[src/rtl/dmem_requester.sv]
// -----------------------------------------------------------------------------
// dmem_requester
//
// Processor-side initiator for data-memory transactions in the Y86-64 memory
// stage. It decodes the instruction's memory action, computes the address and
// write data, and issues one request over a valid/ready handshake. It then waits
// for the response from a variable-latency data memory and returns valM together
// with the instruction status.
//
// Parameters
//   ADDR_LIMIT  highest legal data address; anything above it is an ADR fault
//   TIMEOUT     WAIT cycles tolerated before the transaction is abandonded (1..255)
//
// Ports
//   clk, rst_n          clock (rising edge), asynchronous active-low reset
//   start               memory-stage operation valid, sampled only when idle
//   icode               instruction code
//   valE, valA, valP    ALU result, register operand A, next PC
//   instr_valid         decoded instruction is legal
//   imem_error          fetch address fault
//   busy                transaction in progress
//   done                one-cycle completion pulse, valM/stat valid
//   valM, stat          read data and status (1 AOK, 2 ADR, 3 INS, 4 HLT), held
//   mreq_valid/ready    request handshake
//   mreq_write          1 write, 0 read
//   mreq_addr/wdata     request address and write data
//   mresp_valid         response / write acknowledge
//   mresp_rdata         read data
// -----------------------------------------------------------------------------
module dmem_requester #(
  parameter logic [63:0] ADDR_LIMIT = 64'd8191,
  parameter int unsigned TIMEOUT    = 15
) (
  input  logic        clk,
  input  logic        rst_n,
  input  logic        start,
  input  logic [3:0]  icode,
  input  logic [63:0] valE,
  input  logic [63:0] valA,
  input  logic [63:0] valP,
  input  logic        instr_valid,
  input  logic        imem_error,
  output logic        busy,
  output logic        done,
  output logic [63:0] valM,
  output logic [2:0]  stat,
  output logic        mreq_valid,
  input  logic        mreq_ready,
  output logic        mreq_write,
  output logic [63:0] mreq_addr,
  output logic [63:0] mreq_wdata,
  input  logic        mresp_valid,
  input  logic [63:0] mresp_rdata
);

  typedef enum logic [1:0] {
    S_IDLE = 2'd0,
    S_REQ  = 2'd1,
    S_WAIT = 2'd2,
    S_DONE = 2'd3
  } state_t;

  localparam logic [2:0] STAT_AOK = 3'd1;
  localparam logic [2:0] STAT_ADR = 3'd2;
  localparam logic [2:0] STAT_INS = 3'd3;
  localparam logic [2:0] STAT_HLT = 3'd4;

  localparam logic [3:0] I_HALT   = 4'h0;
  localparam logic [3:0] I_RMMOVQ = 4'h4;
  localparam logic [3:0] I_MRMOVQ = 4'h5;
  localparam logic [3:0] I_CALL   = 4'h8;
  localparam logic [3:0] I_RET    = 4'h9;
  localparam logic [3:0] I_PUSHQ  = 4'hA;
  localparam logic [3:0] I_POPQ   = 4'hB;

  localparam logic [7:0] TIMEOUT_C = 8'(TIMEOUT);

  state_t      state_r;
  logic [7:0]  cnt_r;
  logic        busy_r;
  logic        done_r;
  logic [63:0] valm_r;
  logic [2:0]  stat_r;
  logic        mreq_valid_r;
  logic        mreq_write_r;
  logic [63:0] mreq_addr_r;
  logic [63:0] mreq_wdata_r;

  logic        acc_s;
  logic        wr_s;
  logic [63:0] addr_s;
  logic [63:0] wdata_s;
  logic [2:0]  stat_s;
  logic        issue_s;

  // Decode the memory action of the presented instruction.
  always_comb begin
    acc_s   = 1'b0;
    wr_s    = 1'b0;
    addr_s  = valE;
    wdata_s = 64'd0;
    case (icode)
      I_RMMOVQ: begin
        acc_s   = 1'b1;
        wr_s    = 1'b1;
        wdata_s = valA;
      end
      I_MRMOVQ: begin
        acc_s = 1'b1;
      end
      I_CALL: begin
        acc_s   = 1'b1;
        wr_s    = 1'b1;
        wdata_s = valP;
      end
      I_PUSHQ: begin
        acc_s   = 1'b1;
        wr_s    = 1'b1;
        wdata_s = valA;
      end
      I_RET, I_POPQ: begin
        acc_s  = 1'b1;
        addr_s = valA;
      end
      default: begin
        acc_s = 1'b0;
      end
    endcase
  end

  // Status before any memory traffic; halt outranks every fault.
  always_comb begin
    if (icode == I_HALT) begin
      stat_s = STAT_HLT;
    end else if (imem_error || (acc_s && (addr_s > ADDR_LIMIT))) begin
      stat_s = STAT_ADR;
    end else if (!instr_valid) begin
      stat_s = STAT_INS;
    end else begin
      stat_s = STAT_AOK;
    end
  end

  // Only a clean instruction that touches memory goes out on the bus.
  always_comb begin
    if (acc_s && (stat_s == STAT_AOK)) begin
      issue_s = 1'b1;
    end else begin
      issue_s = 1'b0;
    end
  end

  // Transaction FSM with all outputs registered.
  always_ff @(posedge clk or negedge rst_n) begin
    if (!rst_n) begin
      state_r      <= S_IDLE;
      cnt_r        <= 8'd0;
      busy_r       <= 1'b0;
      done_r       <= 1'b0;
      valm_r       <= 64'd0;
      stat_r       <= STAT_AOK;
      mreq_valid_r <= 1'b0;
      mreq_write_r <= 1'b0;
      mreq_addr_r  <= 64'd0;
      mreq_wdata_r <= 64'd0;
    end else begin
      case (state_r)
        S_IDLE: begin
          if (start) begin
            busy_r <= 1'b1;
            if (issue_s) begin
              state_r      <= S_REQ;
              mreq_valid_r <= 1'b1;
              mreq_write_r <= wr_s;
              mreq_addr_r  <= addr_s;
              mreq_wdata_r <= wdata_s;
            end else begin
              // Faulting or memory-free instructions finish without a request.
              state_r <= S_DONE;
              done_r  <= 1'b1;
              stat_r  <= stat_s;
            end
          end else begin
            state_r <= S_IDLE;
          end
        end
        S_REQ: begin
          if (mreq_ready) begin
            state_r      <= S_WAIT;
            mreq_valid_r <= 1'b0;
            cnt_r        <= 8'd0;
          end else begin
            state_r <= S_REQ;
          end
        end
        S_WAIT: begin
          // A response arriving on the timeout cycle still counts as success.
          if (mresp_valid) begin
            state_r <= S_DONE;
            done_r  <= 1'b1;
            stat_r  <= STAT_AOK;
            if (!mreq_write_r) begin
              valm_r <= mresp_rdata;
            end else begin
              valm_r <= valm_r;
            end
          end else if (cnt_r == TIMEOUT_C) begin
            state_r <= S_DONE;
            done_r  <= 1'b1;
            stat_r  <= STAT_ADR;
          end else if (cnt_r != 8'hFF) begin
            cnt_r <= cnt_r + 8'd1;
          end else begin
            cnt_r <= cnt_r;
          end
        end
        S_DONE: begin
          state_r <= S_IDLE;
          done_r  <= 1'b0;
          busy_r  <= 1'b0;
        end
        default: begin
          state_r      <= S_IDLE;
          done_r       <= 1'b0;
          busy_r       <= 1'b0;
          mreq_valid_r <= 1'b0;
        end
      endcase
    end
  end

  assign busy       = busy_r;
  assign done       = done_r;
  assign valM       = valm_r;
  assign stat       = stat_r;
  assign mreq_valid = mreq_valid_r;
  assign mreq_write = mreq_write_r;
  assign mreq_addr  = mreq_addr_r;
  assign mreq_wdata = mreq_wdata_r;

  dmem_requester_chk u_chk (
    .clk        (clk),
    .rst_n      (rst_n),
    .busy       (busy_r),
    .done       (done_r),
    .mreq_valid (mreq_valid_r),
    .mreq_ready (mreq_ready),
    .mreq_write (mreq_write_r),
    .mreq_addr  (mreq_addr_r),
    .mreq_wdata (mreq_wdata_r)
  );

endmodule

// -----------------------------------------------------------------------------
// dmem_requester_chk
//
// Protocol properties of the requester outputs.
//
// Ports: clk, rst_n, busy, done, and the request channel (mreq_valid, mreq_ready,
// mreq_write, mreq_addr, mreq_wdata), all inputs.
// -----------------------------------------------------------------------------
module dmem_requester_chk (
  input  logic        clk,
  input  logic        rst_n,
  input  logic        busy,
  input  logic        done,
  input  logic        mreq_valid,
  input  logic        mreq_ready,
  input  logic        mreq_write,
  input  logic [63:0] mreq_addr,
  input  logic [63:0] mreq_wdata
);

  a_done_pulse: assert property (@(posedge clk) disable iff (!rst_n)
    done |=> !done);

  a_done_busy: assert property (@(posedge clk) disable iff (!rst_n)
    done |-> busy);

  a_req_busy: assert property (@(posedge clk) disable iff (!rst_n)
    mreq_valid |-> busy);

  // A stalled request must keep its payload until it is accepted.
  a_req_stable: assert property (@(posedge clk) disable iff (!rst_n)
    (mreq_valid && !mreq_ready) |=> (mreq_valid && $stable(mreq_addr) &&
                                     $stable(mreq_wdata) && $stable(mreq_write)));

endmodule

[config.mk]
export PLATFORM = sky130hd
export DESIGN_NAME = dmem_requester
export DESIGN_NICKNAME = d
export VERILOG_FILES = /design/src/rtl/dmem_requester.sv
export SDC_FILE = /design/constraint.sdc
export NUM_CORES = 1
export LEC_CHECK = 0
export CAP_MARGIN = 15
export CORE_ASPECT_RATIO = 0.7
export CORE_MARGIN = 1.5
export CORE_UTILIZATION = 30
export DETAILED_ROUTE_END_ITERATION = 6
export DONT_BUFFER_PORTS = 1
export GPL_TIMING_DRIVEN = 1
export HOLD_SLACK_MARGIN = 0.1
export PLACE_DENSITY = 0.49
export SYNTH_ARGS = -nofsm -noshare
export SYNTH_HDL_FRONTEND = slang
export SYNTH_SLANG_ARGS = --single-unit
[constraint.sdc]
create_clock -name clk -period 2 [get_ports clk]
set_input_delay 0.1 -clock clk [delete_from_list [all_inputs] [get_ports clk]]
set_output_delay 0.1 -clock clk [all_outputs]
set_load 0.02 [all_outputs]
==> results.toml <==
[worst_setup_path]
cpMaxStageDelayCell = "dfrtp_1"
critPathLaunch = "state_r[0]"
critPathKind = "flip-flop to flip-flop"
max_stage_delay_ps = 440
cp_max_fo = 31
cp.required_ps = 2370
r2r-end = "valM[0]"
timing.critical_path.to = "valM[0]"
ff2ff_path_depth = 5
cp_cell_sequence = "buf_4 -> nor4b_2 -> buf_4 -> buf_12 -> mux2_2"
r2r-start = "state_r[0]"
cpLargestDelayFamily = "buffers and inverters"
worstSetupPathDepth = 5
endpoint_kind = "flip-flop"
crit_buf_inv = 3
rrSetupSlack_ps = 120
cpMostUsedCell = "buf_4"
cp-start-kind = "flip-flop"
crit_arrival_ps = 2250

[floorplan]
die-area_um2 = 29300
die_w_um = 204
io_pins = 466
core-area_um2 = 27800
start_util_pct = 30.5
rows = 51
die_h_um = 144

[clocking]
clk_latency_ps = 500
clk_pin_slew_ps = 60
cts_root_buffer = "clkbuf_16"
cts_htree_levels = 1
cts_max_path_buffers = 3
post_cts_buffers = 0
cts.sinks = 209
cts_hold_buf = 213
cts_buffers = 22
cts_tree = "done"

[yosys]
yosys_warnings = 0
netlist_instances = 718
ys_seq_elements = 209
synth_edf_count = 0
synth_seq_area_share_pct = 61.7
synthMuxAreaShare_pct = 10.2
synth.distinct_cells = 43
avgSynthCellArea_um2 = 11.8
yosysTopAreaCell = "dfrtp_1"
synth_top_area_share_pct = 61.3
synth_compound_gate_area_share_pct = 12.2
synthesis.area_um2 = 8480
synth_area_leaders = "dfrtp_1 (61%), mux2_2 (8.6%), a22oi_1 (5.8%)"
synthSimpleGateAreaFrac_pct = 12.7
synth_flop_cell = "dfrtp_1"
synthAdderAreaFrac_pct = 0.147
synth_top_family_by_area = "simple AND/OR/NAND/NOR gates"
synth_nets = 986
synth_xor_area_share_pct = 0.619
ys_async_sr_fraction_pct = 100

[power]
p_leak_nw = 4.90
finalPower_mw = 12.5
ir_worst_vdd_mv = 0.393
pwr_density_cell_nw_per_um2 = 1060

[route]
remaining_drc_errors = 0
wl_per_cell_um = 22.8
routed.top_layer = "met4"
dr_wl_met2_um = 14900
vias_per_cell = 5.01
ant_nets = 0
drt_iter0_drc = 390
met1_length_um = 11700
drt_wl_total_um = 30100
drt_pass1_iterations = 4
wl_met3_um = 2810
via_count = 6613

[timing]
fin_crit_sh_pct = 93.9
worst_slew_pin_slew_ps = 546
fin_skew_ps = 16.9
hold_viol_final = 209
setup_viol = 0
slew_headroom_pct = 63.2
setup_tns_ps = 0
grt_setup_unrepaired = "no"
min_period_ps = 1880
holdWs_ps = -701
fmax_ghz = 0.532
finalMaxSlewViolations = 0

[placement]
port_buffers = 0
hpwlAfterDp_um = 20800
place_congestion = 0.842

[run_status]
status = "finished, violations left"
violations = "negative hold slack"

[global_route]
antenna_found_initial = 5
grt_pass1_wl_um = 42300
grt_overflow = 0
grt_max_degree = 210
grt_pass1_vias = 6706
gr-usage-all-layers_pct = 19.3

[cells_and_area]
fin_nets = 1199
syn2layout_area_growth_pct = 39.8
drive_gt1_share_pct = 13.8
fin_util_pct = 42.6

[min_path]
hold_class = "primary input to asynchronous set/reset pin"

[run]
cap_violations = 0
==> placed cells by master (no fill, tap or decap), types with 2 or more instances in the layout <==
cell / Yosys / layout
and2_1: 51 / 51
dfrtp_1: 208 / 208
nor2_1: 15 / 14
clkinv_2: 0 / 3
clkbuf_16: 0 / 23
diode_2: 0 / 5
nor2b_1: 3 / 3
nor3b_1: 4 / 2
mux2i_1: 13 / 13
nand3b_1: 2 / 2
a22oi_1: 66 / 66
o21ai_0: 80 / 80
nor3b_2: 0 / 2
mux2_2: 65 / 65
a21oi_1: 6 / 6
nor3_1: 5 / 5
nand4_1: 6 / 6
inv_1: 3 / 3
clkbuf_1: 26 / 3
buf_4: 0 / 15
dlygate4sd3_1: 0 / 213
xnor2_1: 6 / 6
nand3_1: 7 / 7
clkbuf_8: 0 / 4
a211oi_1: 2 / 2
o2bb2ai_1: 2 / 2
nor4_1: 24 / 24
nand2_1: 85 / 85
buf_12: 0 / 6
==> worst register-to-register path, stage by stage, from the launching register on <==
cell	delay, ps
dfrtp_1	440
buf_4	170
nor4b_2	250
buf_4	260
buf_12	240
mux2_2	390
==> through the flow <==
step / setup slack, ps / instance area, µm² / cells / hold WS, ps
6_report: 122 / 11900 / 1319 / -701
3_5_place_dp: 76.9 / 9010 / 1065 / -189
3_3_place_gp: 92.1 / 9010 / 1065 / -190
5_1_grt: 13.5 / 11900 / 1319 / -736
2_1_floorplan: 236 / 8480 / 718 / -196
4_1_cts: 113 / 11800 / 1314 / -729
==> layer usage <==
layer,vias to the layer above,GRT usage (%)
li1,3001,-
met1,3246,22.9
met2,322,32.1
met3,44,6.92
met4,0,7.16
met5,-,0
==> power by group <==
part / internal, mW / switching [mW]
clock network: 2.37 / 1.67
registers: 5.00 / 1.55
logic: 1.22 / 0.744
==> layout make-up <==
| cell class | instances | area (µm²) |
|---|---|---|
| Multi-Input combinational cell | 460 | 3070 |
| Sequential cell | 209 | 5230 |
| Clock buffer | 30 | 642 |
| Inverter | 4 | 15.0 |
| Clock inverter | 6 | 62.6 |
| Timing Repair Buffer | 234 | 2360 |
| Tap cell | 371 | 464 |
| Antenna cell | 5 | 12.5 |
| Fill cell | 2577 | 16000 |
==> cell usage after synthesis, types with 3 or more instances <==
master,n
a21oi_1,6
a22oi_1,66
and2_1,51
buf_2,18
clkbuf_1,26
dfrtp_1,208
inv_1,3
mux2_2,65
mux2i_1,13
nand2_1,85
nand3_1,7
nand4_1,6
nor2_1,15
nor2b_1,3
nor3_1,5
nor3b_1,4
nor4_1,24
o21ai_0,80
xnor2_1,6
==> worst min-delay path by stage <==
| stage | from | to | slack, ps | cells after the start |
|---|---|---|---|---|
| 2_1_floorplan | rst_n | busy | -200 | 0 |
| 3_3_place_gp | rst_n | valM[13] | -190 | 0 |
| 3_5_place_dp | rst_n | valM[13] | -190 | 0 |
| 4_1_cts | rst_n | mreq_wdata[51] | -730 | 0 |
| 5_1_grt | rst_n | valM[13] | -740 | 0 |
| 6_report | rst_n | valM[13] | -700 | 0 |
==> sequential cells by signal, indices dropped and copies added, names as in the netlist <==
register	cells
busy	1
cnt_r	8
done	1
mreq_addr	64
mreq_valid	1
mreq_wdata	64
mreq_write	1
stat	3
state_r	2
valM	64
==> what timing repair did <==
action	CTS	global route
endpoints found under the setup margin	0	52
gates resized for setup	0	1
hold endpoints to repair	367	209
==> logic make-up (layout without fill, tap and decap cells) <==
| group | after synthesis | count (layout) |
|---|---|---|
| and+or+nand+nor | 210 | 210 |
| DFF | 209 | 209 |
| AOI/OAI and AO/OA | 165 | 165 |
| muxes | 78 | 78 |
| buffers and inverters | 49 | 274 |
| xor gates and xnor gates | 6 | 6 |
| adders and majority gates | 1 | 1 |
| other | 0 | 5 |
(Power assumes the default switching activity.)
